<file path="config.mk">
export PLATFORM = sky130hd
export DESIGN_NAME = mode_controller_gen
export DESIGN_NICKNAME = d
export VERILOG_FILES = /design/src/rtl/mode_controller_gen_pkg.sv /design/src/rtl/mode_controller_gen_button_press_classifier.sv /design/src/rtl/mode_controller_gen.sv
export SDC_FILE = /design/constraint.sdc
export NUM_CORES = 1
export LEC_CHECK = 0
export CAP_MARGIN = 20
export CORE_MARGIN = 5
export CORE_UTILIZATION = 49
export CTS_CLUSTER_SIZE = 20
export DETAILED_ROUTE_END_ITERATION = 7
export PLACE_DENSITY = 0.74
export REMOVE_ABC_BUFFERS = 1
export SETUP_SLACK_MARGIN = 0.1
export SLEW_MARGIN = 20
export SYNTH_ARGS = -nofsm -noshare
export SYNTH_HDL_FRONTEND = slang
export SYNTH_SLANG_ARGS = --single-unit
</file>
<file path="constraint.sdc">
create_clock -name Clock_50MHz -period 3.28 [get_ports Clock_50MHz]
set_input_delay 0.82 -clock Clock_50MHz [delete_from_list [all_inputs] [get_ports Clock_50MHz]]
set_output_delay 0.82 -clock Clock_50MHz [all_outputs]
set_load 0.1 [all_outputs]
</file>
<file path="src/rtl/mode_controller_gen_pkg.sv">
// Shared types and default masks for the display mode controller.
// Mode bit i of each mask corresponds to mode index i.
package mode_controller_gen_pkg;

    typedef enum logic {
        ST_OBSERVE = 1'b0,
        ST_SETTING = 1'b1
    } state_t;

    localparam logic [5:0] DEF_SETTABLE_MASK = 6'b010101;
    localparam logic [5:0] DEF_DUAL_MASK     = 6'b011000;
    localparam int         DEF_POT_THRESH    = 512;

endpackage

</file>
<file path="src/rtl/mode_controller_gen_button_press_classifier.sv">
// Synchronises and debounces a raw push button, then classifies each press
// as a single-cycle short (released early) or long (held LONG_CYC) pulse.
module button_press_classifier
    import mode_controller_gen_pkg::*;
#(
    parameter int DEBOUNCE_CYC = 500000,
    parameter int LONG_CYC     = 50000000
) (
    input  logic clk,
    input  logic rst,
    input  logic btn,
    output logic short_pulse,
    output logic long_pulse
);

    localparam int DW = (DEBOUNCE_CYC > 1) ? $clog2(DEBOUNCE_CYC + 1) : 1;
    localparam int PW = $clog2(LONG_CYC + 1);
    localparam logic [DW-1:0] DEB_LAST  = DW'(DEBOUNCE_CYC - 1);
    localparam logic [PW-1:0] LONG_FULL = PW'(LONG_CYC);
    localparam logic [PW-1:0] LONG_LAST = PW'(LONG_CYC - 1);

    logic          btn_p0;
    logic          btn_p1;
    logic          db_level;
    logic [DW-1:0] db_cnt;
    logic          armed;
    logic [PW-1:0] press_cnt;

    // Reset treats the button as pressed and disarmed, so a press held
    // through reset is swallowed until a clean debounced release is seen.
    always_ff @(posedge clk) begin
        if (rst) begin
            btn_p0      <= 1'b1;
            btn_p1      <= 1'b1;
            db_level    <= 1'b1;
            db_cnt      <= '0;
            armed       <= 1'b0;
            press_cnt   <= '0;
            short_pulse <= 1'b0;
            long_pulse  <= 1'b0;
        end else begin
            short_pulse <= 1'b0;
            long_pulse  <= 1'b0;
            btn_p0      <= btn;
            btn_p1      <= btn_p0;

            if (btn_p1 == db_level) begin
                db_cnt <= '0;
            end else if (db_cnt == DEB_LAST) begin
                db_level <= btn_p1;
                db_cnt   <= '0;
            end else begin
                db_cnt <= db_cnt + DW'(1);
            end

            // Counter saturates at LONG_CYC, which also marks "long already sent".
            if (db_level) begin
                if (armed && (press_cnt != LONG_FULL)) begin
                    press_cnt <= press_cnt + PW'(1);
                    if (press_cnt == LONG_LAST) begin
                        long_pulse <= 1'b1;
                    end
                end
            end else begin
                armed     <= 1'b1;
                press_cnt <= '0;
                if ((press_cnt != '0) && (press_cnt != LONG_FULL)) begin
                    short_pulse <= 1'b1;
                end
            end
        end
    end

endmodule

</file>
<file path="src/rtl/mode_controller_gen.sv">
// Display mode controller: one button cycles modes, enters per-field setting,
// or (in dual modes, pot above threshold) toggles/clears the mode function.
module mode_controller_gen
    import mode_controller_gen_pkg::*;
#(
    parameter int                  N_MODES       = 6,
    parameter int                  N_FIELDS      = 3,
    parameter logic [N_MODES-1:0]  SETTABLE_MASK = N_MODES'(DEF_SETTABLE_MASK),
    parameter logic [N_MODES-1:0]  DUAL_MASK     = N_MODES'(DEF_DUAL_MASK),
    parameter int                  POT_W         = 10,
    parameter int                  POT_THRESH    = DEF_POT_THRESH,
    parameter int                  DEBOUNCE_CYC  = 500000,
    parameter int                  LONG_CYC      = 50000000,
    parameter int                  SET_TIMEOUT   = 500000000
) (
    input  logic                                         Clock_50MHz,
    input  logic                                         RESET,
    input  logic                                         B_Trigger,
    input  logic [POT_W-1:0]                             PotentiometerValue,
    input  logic                                         Alert_Req,
    output logic [N_MODES-1:0]                           Mode_Onehot,
    output logic [$clog2(N_MODES+1)-1:0]                 SevenSegMUX_CTRLR,
    output logic                                         Setting_Active,
    output logic [((N_FIELDS > 1) ? $clog2(N_FIELDS) : 1)-1:0] Field_Index,
    output logic                                         Setting_Begin,
    output logic                                         Setting_Commit,
    output logic                                         Setting_Abort,
    output logic                                         Op_Toggle,
    output logic                                         Op_Clear,
    output logic                                         Alert_Ack,
    output logic [N_FIELDS-1:0]                          Field_Done
);

    localparam int MW = (N_MODES > 1) ? $clog2(N_MODES) : 1;
    localparam int SW = $clog2(N_MODES + 1);
    localparam int FW = (N_FIELDS > 1) ? $clog2(N_FIELDS) : 1;
    localparam int IW = $clog2(SET_TIMEOUT + 1);
    localparam logic [MW-1:0] LAST_MODE  = MW'(N_MODES - 1);
    localparam logic [FW-1:0] LAST_FIELD = FW'(N_FIELDS - 1);
    localparam logic [IW-1:0] IDLE_LAST  = IW'(SET_TIMEOUT - 1);

    function automatic logic [N_MODES-1:0] mode_onehot(input logic [MW-1:0] idx);
        return N_MODES'(1) << idx;
    endfunction

    logic          short_ev;
    logic          long_ev;
    state_t        state;
    logic [MW-1:0] mode;
    logic [MW-1:0] next_mode;
    logic [IW-1:0] idle_cnt;
    logic          dual_sel;
    logic          go_setting;

    button_press_classifier #(
        .DEBOUNCE_CYC (DEBOUNCE_CYC),
        .LONG_CYC     (LONG_CYC)
    ) u_classifier (
        .clk         (Clock_50MHz),
        .rst         (RESET),
        .btn         (B_Trigger),
        .short_pulse (short_ev),
        .long_pulse  (long_ev)
    );

    always_comb begin
        next_mode  = (mode == LAST_MODE) ? '0 : mode + MW'(1);
        dual_sel   = DUAL_MASK[mode] && (PotentiometerValue >= POT_W'(POT_THRESH));
        go_setting = SETTABLE_MASK[mode] && (!DUAL_MASK[mode] || dual_sel);
    end

    always_ff @(posedge Clock_50MHz) begin
        if (RESET) begin
            state             <= ST_OBSERVE;
            mode              <= '0;
            Mode_Onehot       <= mode_onehot('0);
            SevenSegMUX_CTRLR <= SW'(1);
            Setting_Active    <= 1'b0;
            Field_Index       <= '0;
            idle_cnt          <= '0;
            Setting_Begin     <= 1'b0;
            Setting_Commit    <= 1'b0;
            Setting_Abort     <= 1'b0;
            Op_Toggle         <= 1'b0;
            Op_Clear          <= 1'b0;
            Alert_Ack         <= 1'b0;
            Field_Done        <= '0;
        end else begin
            Setting_Begin  <= 1'b0;
            Setting_Commit <= 1'b0;
            Setting_Abort  <= 1'b0;
            Op_Toggle      <= 1'b0;
            Op_Clear       <= 1'b0;
            Alert_Ack      <= 1'b0;
            Field_Done     <= '0;

            case (state)
                ST_OBSERVE: begin
                    if (short_ev) begin
                        if (Alert_Req) begin
                            Alert_Ack <= 1'b1;
                        end else if (dual_sel) begin
                            Op_Toggle <= 1'b1;
                        end else begin
                            mode              <= next_mode;
                            Mode_Onehot       <= mode_onehot(next_mode);
                            SevenSegMUX_CTRLR <= SW'(next_mode) + SW'(1);
                        end
                    end else if (long_ev) begin
                        if (go_setting) begin
                            state          <= ST_SETTING;
                            Setting_Active <= 1'b1;
                            Field_Index    <= '0;
                            idle_cnt       <= '0;
                            Setting_Begin  <= 1'b1;
                        end else if (dual_sel) begin
                            Op_Clear <= 1'b1;
                        end
                    end
                end

                ST_SETTING: begin
                    // Alerts and mode changes are deliberately ignored here.
                    if (short_ev) begin
                        idle_cnt   <= '0;
                        Field_Done <= N_FIELDS'(1) << Field_Index;
                        if (Field_Index == LAST_FIELD) begin
                            state          <= ST_OBSERVE;
                            Setting_Active <= 1'b0;
                            Field_Index    <= '0;
                            Setting_Commit <= 1'b1;
                        end else begin
                            Field_Index <= Field_Index + FW'(1);
                        end
                    end else if (long_ev || (idle_cnt == IDLE_LAST)) begin
                        state          <= ST_OBSERVE;
                        Setting_Active <= 1'b0;
                        Field_Index    <= '0;
                        idle_cnt       <= '0;
                        Setting_Abort  <= 1'b1;
                    end else begin
                        idle_cnt <= idle_cnt + IW'(1);
                    end
                end

                default: begin
                    state          <= ST_OBSERVE;
                    Setting_Active <= 1'b0;
                    Field_Index    <= '0;
                end
            endcase
        end
    end

endmodule

</file>
==> results of run 1 <==
==> stage by stage <==
step	instances	worst slack, ns	hold slack, ns	cell area [µm²]	total power [µW]
after global placement	699	0.6909	0.3941	5091	1363
after detailed placement	699	0.6675	0.4090	5091	1364
after global routing	714	0.5499	0.4576	5283	2207
final	714	0.9291	0.4286	5283	2129
after CTS	714	0.8675	0.4391	5283	2151
after floorplan	537	0.5032	0.3895	4697	1345
==> cell type report <==
| type | count | area, µm² | area share [%] |
|---|---|---|---|
| Multi-Input combinational cell | 414 | 2495 | 47.23 |
| Sequential cell | 107 | 2142 | 40.55 |
| Timing Repair Buffer | 29 | 227.7 | 4.311 |
| Tap cell | 133 | 166.4 | 3.150 |
| Clock buffer | 10 | 127.6 | 2.416 |
| Clock inverter | 5 | 63.81 | 1.208 |
| Inverter | 16 | 60.06 | 1.137 |
==> logic make-up (layout without fill, tap and decap cells) <==
logic type | Yosys count | after routing | synth area share [%]
xor gates and xnor gates | 51 | 51 | 9.294
AOI/OAI and AO/OA | 70 | 70 | 9.555
buffers and inverters | 38 | 60 | 3.515
muxes | 5 | 5 | 1.067
adders and majority gates | 5 | 5 | 1.302
DFF | 107 | 107 | 44.57
and+or+nand+nor | 283 | 283 | 30.70
==> per-layer routing <==
metal	part of all wire, %	wire length, µm	vias up	global-route usage, %
met3	2.9	290	11	4.618
met5	0	0	-	0
met4	1.2	114	0	4.689
met1	46	4560	1889	21.87
met2	50	4912	51	30.04
li1	-	-	2005	-
==> registers in the layout, indices dropped and copies added (netlist names), 2 cells and up, named ones only <==
signal and cells:
idle_cnt 29, u_classifier.press_cnt 26, u_classifier.db_cnt 19, Mode_Onehot 6, Field_Done 3, SevenSegMUX_CTRLR 3, mode 3, Field_Index 2
==> how the worst min path moves through the flow <==
stage | from | endpoint | slack, ns
3_3_place_gp | u_classifier.btn_p0 | u_classifier.btn_p1 | 0.39
6_report | u_classifier.btn_p0 | u_classifier.btn_p1 | 0.43
5_1_grt | u_classifier.btn_p0 | u_classifier.btn_p1 | 0.46
4_1_cts | u_classifier.btn_p0 | u_classifier.btn_p1 | 0.44
3_5_place_dp | u_classifier.btn_p0 | u_classifier.btn_p1 | 0.41
2_1_floorplan | u_classifier.btn_p0 | u_classifier.btn_p1 | 0.39
==> placed cells by master (no fill, tap or decap), types with 3 or more instances in the layout <==
cell	n
dfxtp_1	107
nor2_1	72
nand2_1	51
nand3_1	39
a21oi_1	31
xor2_1	29
buf_4	25
nand4_1	24
xnor2_1	22
nor3_1	18
inv_1	16
nor4_1	11
and3_1	10
a31oi_1	10
and4_1	9
clkbuf_8	9
and2_1	8
or3_1	7
nor2b_1	6
nand2b_1	6
ha_1	5
and3b_1	4
mux2i_1	4
o21ai_0	4
or2_2	4
o211ai_1	4
clkdlybuf4s50_1	4
a211o_1	3
clkinvlp_4	3
==> power by group <==
| part | total, µW | switching, µW | internal, µW |
|---|---|---|---|
| combinational | 32.7 | 22.4 | 10.3 |
| sequential | 1300 | 0.918 | 1300 |
| clock | 796 | 442 | 355 |
==> worst max-delay path: cells and delay by family (launching register included) <==
kind,cells,cell delay (ns)
fa+ha+maj,1,0.38
simple gates,5,1.44
flops,1,0.40
==> summary.txt, run 1 <==
Hold path
  • Hold Path Stages: 1
  • Worst hold path type: reg -> reg

Yosys
  • Share of flip-flops with an asynchronous set or reset: 0%
  • Synth cell count leaders: 107 x dfxtp_1, 72 x nor2_1, 51 x nand2_1
  • EDFF count, synth: 0
  • Seq/Total Area, Yosys: roughly 45%
  • Synth area leaders: dfxtp_1 45%, nor2_1 5.6%, xor2_1 5.3%
  • Cell with the most instances after synthesis: dfxtp_1
  • #FFs+latches synth: roughly 110
  • Distinct cells, synth: between 50 and 60
  • Mapped Area: 4806 µm²
  • Area leader, netlist: dfxtp_1
  • Post-synth top area share: between 40% and 50%
  • Avg Cell Area, Syn: 8.597 µm²
  • Cells after synthesis: 559
  • Dominant synthesized flop cell: dfxtp_1
  • Ys Warns: 0

Drt
  • Vias: about 4000
  • Initial detailed-routing violation count: around 180
  • Remaining antenna violation count: 0
  • # DRC: 0
  • Pre-antenna DRT Iters: 5
  • Post-Route WL: approximately 10000 µm
  • Vias per cell: 5.541
  • Wire per inst: 13.83 µm

Critical path
  • CP endpoint kind: register
  • Critical path's slowest cell: or3_1
  • R2R setup slack: 0.93 ns
  • Worst-path maximum fanout: 19
  • Worst Setup SP: u_classifier.db_cnt[0]
  • Worst r2r src: u_classifier.db_cnt[0]
  • Worst EP arrival: 2.58 ns
  • Worst EP required: roughly 3.5 ns
  • Critical path, cell by cell: ha_1 > nor4b_1 > nand2_1 > nor4_1 > or3_1 > nor2_1
  • Largest stage delay, worst path: 0.57 ns
  • Kind of critical path: reg -> reg
  • Reg2Reg Depth: 6
  • Startpoint types: register
  • Crit path to: u_classifier.db_cnt[3]
  • FF-to-FF End: u_classifier.db_cnt[3]

STA
  • Slew @ Worst Pin: ~0.82 ns
  • Max frequency: around 430 MHz
  • Tcrit/Tclk final: between 70 and 80%
  • Setup_tns: 0 ns
  • RSZ-0062 raised after global routing: no
  • Fin. max-slew vios: 0
  • Post-route minimum period: roughly 2.4 ns
  • Setup Viol. Count Final: 0
  • Slew headroom: between 40% and 50%
  • Max Clock Skew: between 0.007 and 0.008 ns
  • Final hold vios: 0

GRT
  • Pin count of the biggest net entering global routing: 34
  • GRT overflow: 0
  • Gr usage total: between 10% and 20%
  • Vias in the first global route: roughly 3800
  • Initial antenna violation count: 0
  • First-pass GRT wire length: approximately 17000 µm

Clock network
  • Clk sinks: approximately 110
  • H-tree depth: 3
  • CTS tree: built
  • Clock latency on the worst-skew pair: around 0.36 ns
  • Clock-pin slew on the worst setup and hold paths: 0.09 ns
  • Root Buffer: clkbuf_8
  • Number of CTS-inserted buffers: 9
  • CTS resizes: 0
  • Postcts setup bufs: 0
  • Clock Path Buffers: 2
  • Hold Buf Count CTS: 0

Final layout
  • Fillers: about 900
  • Area grow syn2layout: 9.919%
  • Share of layout cells above drive strength 1: around 9.0%
  • Antenna Cells: 0
  • Nets: 596
  • Final core occ: 54.55%

Floorplan
  • FP Rows: 36
  • Die width: around 110 µm
  • DIE AREA: roughly 12000 µm²
  • Die height: 109.0 µm
  • Initial core utilization: about half
  • Core outline area: a little under 10000 µm²
  • # IOs: 35

Power
  • Worst vdd ir: between 0.2 and 0.25 mV
  • Leakage: about 0.0018 µW
  • Power per standard cell area: 403.1 nW/µm²

Run
  • Max-Cap Viols: 0

Placed design
  • Buffers added on ports: 25
  • DP HPWL: 6925 µm
  • RePlAce Congestion: ~0.81

Status
  • Status: complete, no violations
(Power assumes the default switching activity.)
==> run 2, diff against run 1 <==
- clock period: 3.28 -> 2.4 ns (I/O delays scaled with it)
==> summary.txt, run 2 (synthesized netlist as in run 1, its figures left out) <==
Status
  • Status: complete, no violations

Clock network
  • CTS tree: built
  • Hold Buf Count CTS: 0
  • Clock latency on the worst-skew pair: 0.37 ns
  • H-tree depth: 3
  • Clk sinks: ~110
  • Clock-pin slew on the worst setup and hold paths: around 0.10 ns
  • Number of CTS-inserted buffers: 9
  • Root Buffer: clkbuf_8
  • Clock Path Buffers: 2

Placed design
  • RePlAce Congestion: slightly above 0.8
  • Cell Area, Placed: slightly above 5000 µm²
  • Buffers added on ports: 25
  • DP HPWL: between 7000 and 8000 µm

Power
  • Power per standard cell area: 557.8 nW/µm²
  • P_int: 2347 µW
  • NetSw: roughly 660 µW
  • Sw frac: ~22%
  • Share of total power in sequential cells: roughly three fifths
  • Leakage: 0.001865 µW
  • Clk pwr share: 39.4%
  • Worst vdd ir: about 0.36 mV
  • Power share of the combinational group: ~1.6%

STA
  • Final hold vios: 0
  • Post-route minimum period: approximately 2.1 ns
  • Setup Viol. Count Final: 0
  • RSZ-0062 raised after global routing: no
  • Setup_tns: 0 ns
  • Tcrit/Tclk final: just under 90%
  • Max frequency: roughly 470 MHz
  • Fin. max-slew vios: 0
  • Max Clock Skew: 0.01318 ns
  • Slew headroom: between 60 and 70%
  • Slew @ Worst Pin: approximately 0.57 ns

Final layout
  • Commonest cells after routing, fill and taps aside: 107 x dfxtp_1, 72 x nor2_1, 51 x nand2_1
  • Nets: roughly 600
  • Share of layout cells above drive strength 1: around 11%
  • Commonest non-fill, non-tap cell in the layout: dfxtp_1
  • Fillers: 907
  • Area grow syn2layout: 12.26%
  • Antenna Cells: 0
  • Post-route design area: between 5000 and 6000 µm²
  • Largest regs: idle_cnt: 29 flops, u_classifier.press_cnt: 26 flops, u_classifier.db_cnt: 19 flops
  • Max FFs per register: 29
  • Reg with most FFs: idle_cnt

GRT
  • Met1 usage in global routing: between 20% and 30%
  • Top Usage Layer GRT: met2
  • Met3 Use GR: ~4.2%
  • Initial antenna violation count: 0
  • Pin count of the biggest net entering global routing: 34
  • GRT overflow: 0
  • Vias in the first global route: approximately 3800
  • GR Layer Usage met2: between 20 and 30%
  • First-pass GRT wire length: around 17000 µm
  • Gr usage total: ~18%

Drt
  • Wire per inst: roughly 14 µm
  • Pre-antenna DRT Iters: 4
  • Remaining antenna violation count: 0
  • Vias per cell: approximately 5.5
  • Initial detailed-routing violation count: around 210
  • Post-Route WL: 9941 µm
  • Vias: between 3000 and 4000
  • # DRC: 0

Floorplan
  • Die width: 109.0 µm
  • Initial core utilization: 49.63%
  • Die height: about 110 µm
  • DIE AREA: between 10000 and 15000 µm²
  • # IOs: 35
  • Core outline area: a little under 10000 µm²
  • FP Rows: 36

Critical path
  • Startpoint types: register
  • CP endpoint kind: register
  • Worst EP required: 2.65 ns
  • Kind of critical path: reg -> reg
  • Worst-path maximum fanout: 11
  • Worst EP arrival: 2.39 ns

Hold path
  • Worst hold path type: reg -> reg

Run
  • Max-Cap Viols: 0
## run 2: changes by cell type in the layout (fill, tap and decap cells not counted), sizes merged
cell,change
clkinvlp,-3
clkinv,+2
buf,+9
inv,+1
clkbuf,+1
## run 2: worst paths after layout
check        cells after the start                  end  slack (ns)                start
max                              6       Field_Index[1]        0.26          idle_cnt[0]
min                              1  u_classifier.btn_p1        0.42  u_classifier.btn_p0
max reg2reg                      6       Field_Index[1]        0.26          idle_cnt[0]
min reg2reg                      1  u_classifier.btn_p1        0.42  u_classifier.btn_p0
## run 2: worst max-delay path, stage by stage (launching register included)
cell,delay (ns)
dfxtp_1,0.40
ha_1,0.25
nand4_1,0.24
nor4_4,0.41
a21bo_1,0.26
a21o_1,0.36
o21bai_1,0.11
## run 2: layout make-up
| cell class | instances | area [µm²] | share of cell area [%] |
|---|---|---|---|
| multi-input cells | 414 | 2500 | 46.34 |
| flip-flops and latches | 107 | 2142 | 39.70 |
| repair buffers | 38 | 307.8 | 5.705 |
| well taps | 133 | 166.4 | 3.084 |
| clock buffers | 11 | 151.4 | 2.806 |
| clock inverters | 5 | 67.56 | 1.252 |
| inverters | 16 | 60.06 | 1.113 |
## run 2: repair_timing
action                     4_1_cts  5_1_grt
setup buffers                    0        0
resized for setup                0        1
setup endpoints to repair        0       19
## run 2: power by group through the flow
stage	Combinational (µW)	Sequential [µW]	Clock [µW]
after detailed placement	46.7	1820	0
after global placement	45.3	1820	0
final	47.2	1780	1180
after global routing	52.2	1780	1300
after CTS	46.8	1780	1220
after floorplan	19.7	1820	0
## run 2: routing by layer
layer / wire length, µm / vias to the layer above / share of wire, %
met5: 0 / - / 0
met4: 119 / 0 / 1.2
met3: 354 / 12 / 3.6
met2: 4833 / 52 / 49
met1: 4634 / 1880 / 47
li1: - / 2019 / -
## run 2: stage by stage
stage	power [µW]	instances	util, %	hold slack [ns]	worst slack [ns]
after floorplan	1838	537	-	0.3895	-0.1568
after global placement	1864	708	53.40	0.3910	0.1329
after detailed placement	1865	708	53.40	0.4011	0.07880
after CTS	3040	724	55.66	0.4337	0.2560
after global routing	3130	724	55.71	0.4538	0.1423
final	3009	724	55.71	0.4245	0.2572
==> run 3, diff against run 2 <==
- RECOVER_POWER: default -> 25
==> summary.txt, run 3 (synthesized netlist as in run 1, its figures left out) <==
Final layout
  • FF+latch area: roughly 2100 µm²
  • Commonest non-fill, non-tap cell in the layout: dfxtp_1
  • Share of layout cells above drive strength 1: 10.66%
  • Largest regs: idle_cnt: 29 flops, u_classifier.press_cnt: 26 flops, u_classifier.db_cnt: 19 flops
  • Reg with most FFs: idle_cnt
  • Final core occ: around 55%
  • Multi-input gate area: 2500 µm²
  • Fillers: just over 900
  • Commonest cells after routing, fill and taps aside: 107 x dfxtp_1, 72 x nor2_1, 51 x nand2_1
  • Antenna Cells: 0
  • Max FFs per register: 29
  • Nets: 605
  • Area grow syn2layout: 11.30%

STA
  • Fin. max-slew vios: 0
  • Slew headroom: 62.39%
  • Max frequency: 466.9 MHz
  • Max Clock Skew: between 0.01 and 0.015 ns
  • Slew @ Worst Pin: approximately 0.56 ns
  • Post-route minimum period: roughly 2.1 ns
  • Final hold vios: 0
  • WHS: approximately 0.42 ns
  • PnR worst setup slack: roughly 0.26 ns
  • Setup Viol. Count Final: 0
  • Tcrit/Tclk final: 89.23%
  • RSZ-0062 raised after global routing: no

Drt
  • Pre-antenna DRT Iters: 4
  • Initial detailed-routing violation count: approximately 200
  • # DRC: 0
  • Vias per cell: roughly 5.5
  • Remaining antenna violation count: 0
  • Post-Route WL: a little under 10000 µm
  • Vias: 3962
  • Wire per inst: ~14 µm

Clock network
  • Clk sinks: 107
  • Clock-pin slew on the worst setup and hold paths: around 0.10 ns
  • Clock Path Buffers: 2
  • Clock latency on the worst-skew pair: roughly 0.37 ns
  • H-tree depth: 3
  • Root Buffer: clkbuf_8
  • Number of CTS-inserted buffers: 9
  • CTS tree: built

Run
  • Max-Cap Viols: 0

Floorplan
  • Core outline area: 9684 µm²
  • FP Rows: 36
  • Die height: ~110 µm
  • # IOs: 35
  • Initial core utilization: 49.63%
  • DIE AREA: 11890 µm²
  • Die width: between 100 and 150 µm

GRT
  • Initial antenna violation count: 0
  • Pin count of the biggest net entering global routing: 34
  • First-pass GRT wire length: roughly 17000 µm
  • Gr usage total: around 18%
  • GRT overflow: 0
  • Vias in the first global route: ~3800

Placed design
  • DP HPWL: 7026 µm
  • Buffers added on ports: 25
  • Pre-CTS setup slack: slightly below 0.08 ns
  • RePlAce Congestion: ~0.83

Power
  • Power per standard cell area: 562.0 nW/µm²
  • Power share of the combinational group: around 1.5%
  • Clk pwr share: approximately 39%
  • Leakage: between 0.0015 and 0.002 µW
  • Worst vdd ir: 0.3567 mV
  • Share of total power in sequential cells: 59.1%
  • P_int: ~2300 µW
  • NetSw: 660.6 µW
  • Sw frac: roughly 22%

Critical path
  • Reg2Reg Depth: 6
  • Worst r2r src: idle_cnt[0]
  • Worst EP required: between 2 and 3 ns
  • Worst EP arrival: around 2.4 ns
  • Worst-path maximum fanout: 11
  • FF-to-FF End: Field_Index[1]
  • Startpoint types: register
  • CP endpoint kind: register
  • Kind of critical path: reg -> reg
  • R2R setup slack: roughly 0.26 ns

Hold path
  • Hold Path Stages: 1
  • Worst hold endpoint: u_classifier.btn_p1
  • Worst hold path type: reg -> reg
  • HP Start: u_classifier.btn_p0

Status
  • Status: complete, no violations
==> run 3: changes by cell type in the layout (fill, tap and decap cells not counted), sizes merged <==
cell           change
buf               -18
clkbuf            +18
dlygate4sd3        +2
clkdlybuf4s50      -2
==> run 3: worst max path at each step <==
stage | depth (start not counted) | slack (ns) | start | endpoint
6_report | 6 | 0.26 | idle_cnt[0] | Field_Index[1]
3_3_place_gp | 6 | 0.13 | RESET | idle_cnt[28]
3_5_place_dp | 6 | 0.08 | RESET | idle_cnt[12]
5_1_grt | 6 | 0.14 | idle_cnt[0] | Field_Index[1]
4_1_cts | 6 | 0.26 | idle_cnt[0] | Field_Index[1]
2_1_floorplan | 4 | -0.16 | RESET | idle_cnt[21]
==> run 3: final cells by class <==
type / instances / share of cell area, %
Clock buffer: 11 / 2.830
Clock inverter: 5 / 1.263
Inverter: 16 / 1.123
Multi-Input combinational cell: 414 / 46.74
Sequential cell: 107 / 40.05
Tap cell: 133 / 3.111
Timing Repair Buffer: 38 / 4.889
==> run 3: worst max-delay path: stages, from the launching register on <==
cell      delay [ns]
dfxtp_1         0.40
ha_1            0.25
nand4_1         0.24
nor4_4          0.41
a21bo_1         0.25
a21o_1          0.36
o21bai_1        0.11
==> run 3: routing by layer <==
layer	wire (µm)	global-route usage (%)
met5	0	0
met4	119	5.681
met3	295	4.204
met2	4824	29.52
met1	4667	22.61
==> run 3: per-stage QoR <==
stage / setup TNS, ns / total power [µW] / instance area, µm² / cells
floorplan: -1.004 / 1838 / 4697 / 537
global placement: 0 / 1864 / 5171 / 708
detailed placement: 0 / 1865 / 5171 / 708
CTS: 0 / 3040 / 5390 / 724
global route: 0 / 3129 / 5349 / 724
finish: 0 / 3006 / 5349 / 724
==> run 3: repair_timing <==
item / 4_1_cts / 5_1_grt
gates resized for setup: 0 / 1
setup endpoints to repair: 0 / 19
buffers inserted: 0 / 0
hold buffers: 0 / 0
==> run 3: power by group through the flow <==
stage                     sequential, µW  combinational, µW  clock, µW
after floorplan                     1820               19.7          0
after global placement              1820               45.3          0
after detailed placement            1820               46.7          0
after CTS                           1780               46.8       1220
after global routing                1780               50.8       1300
final                               1780               45.7       1180
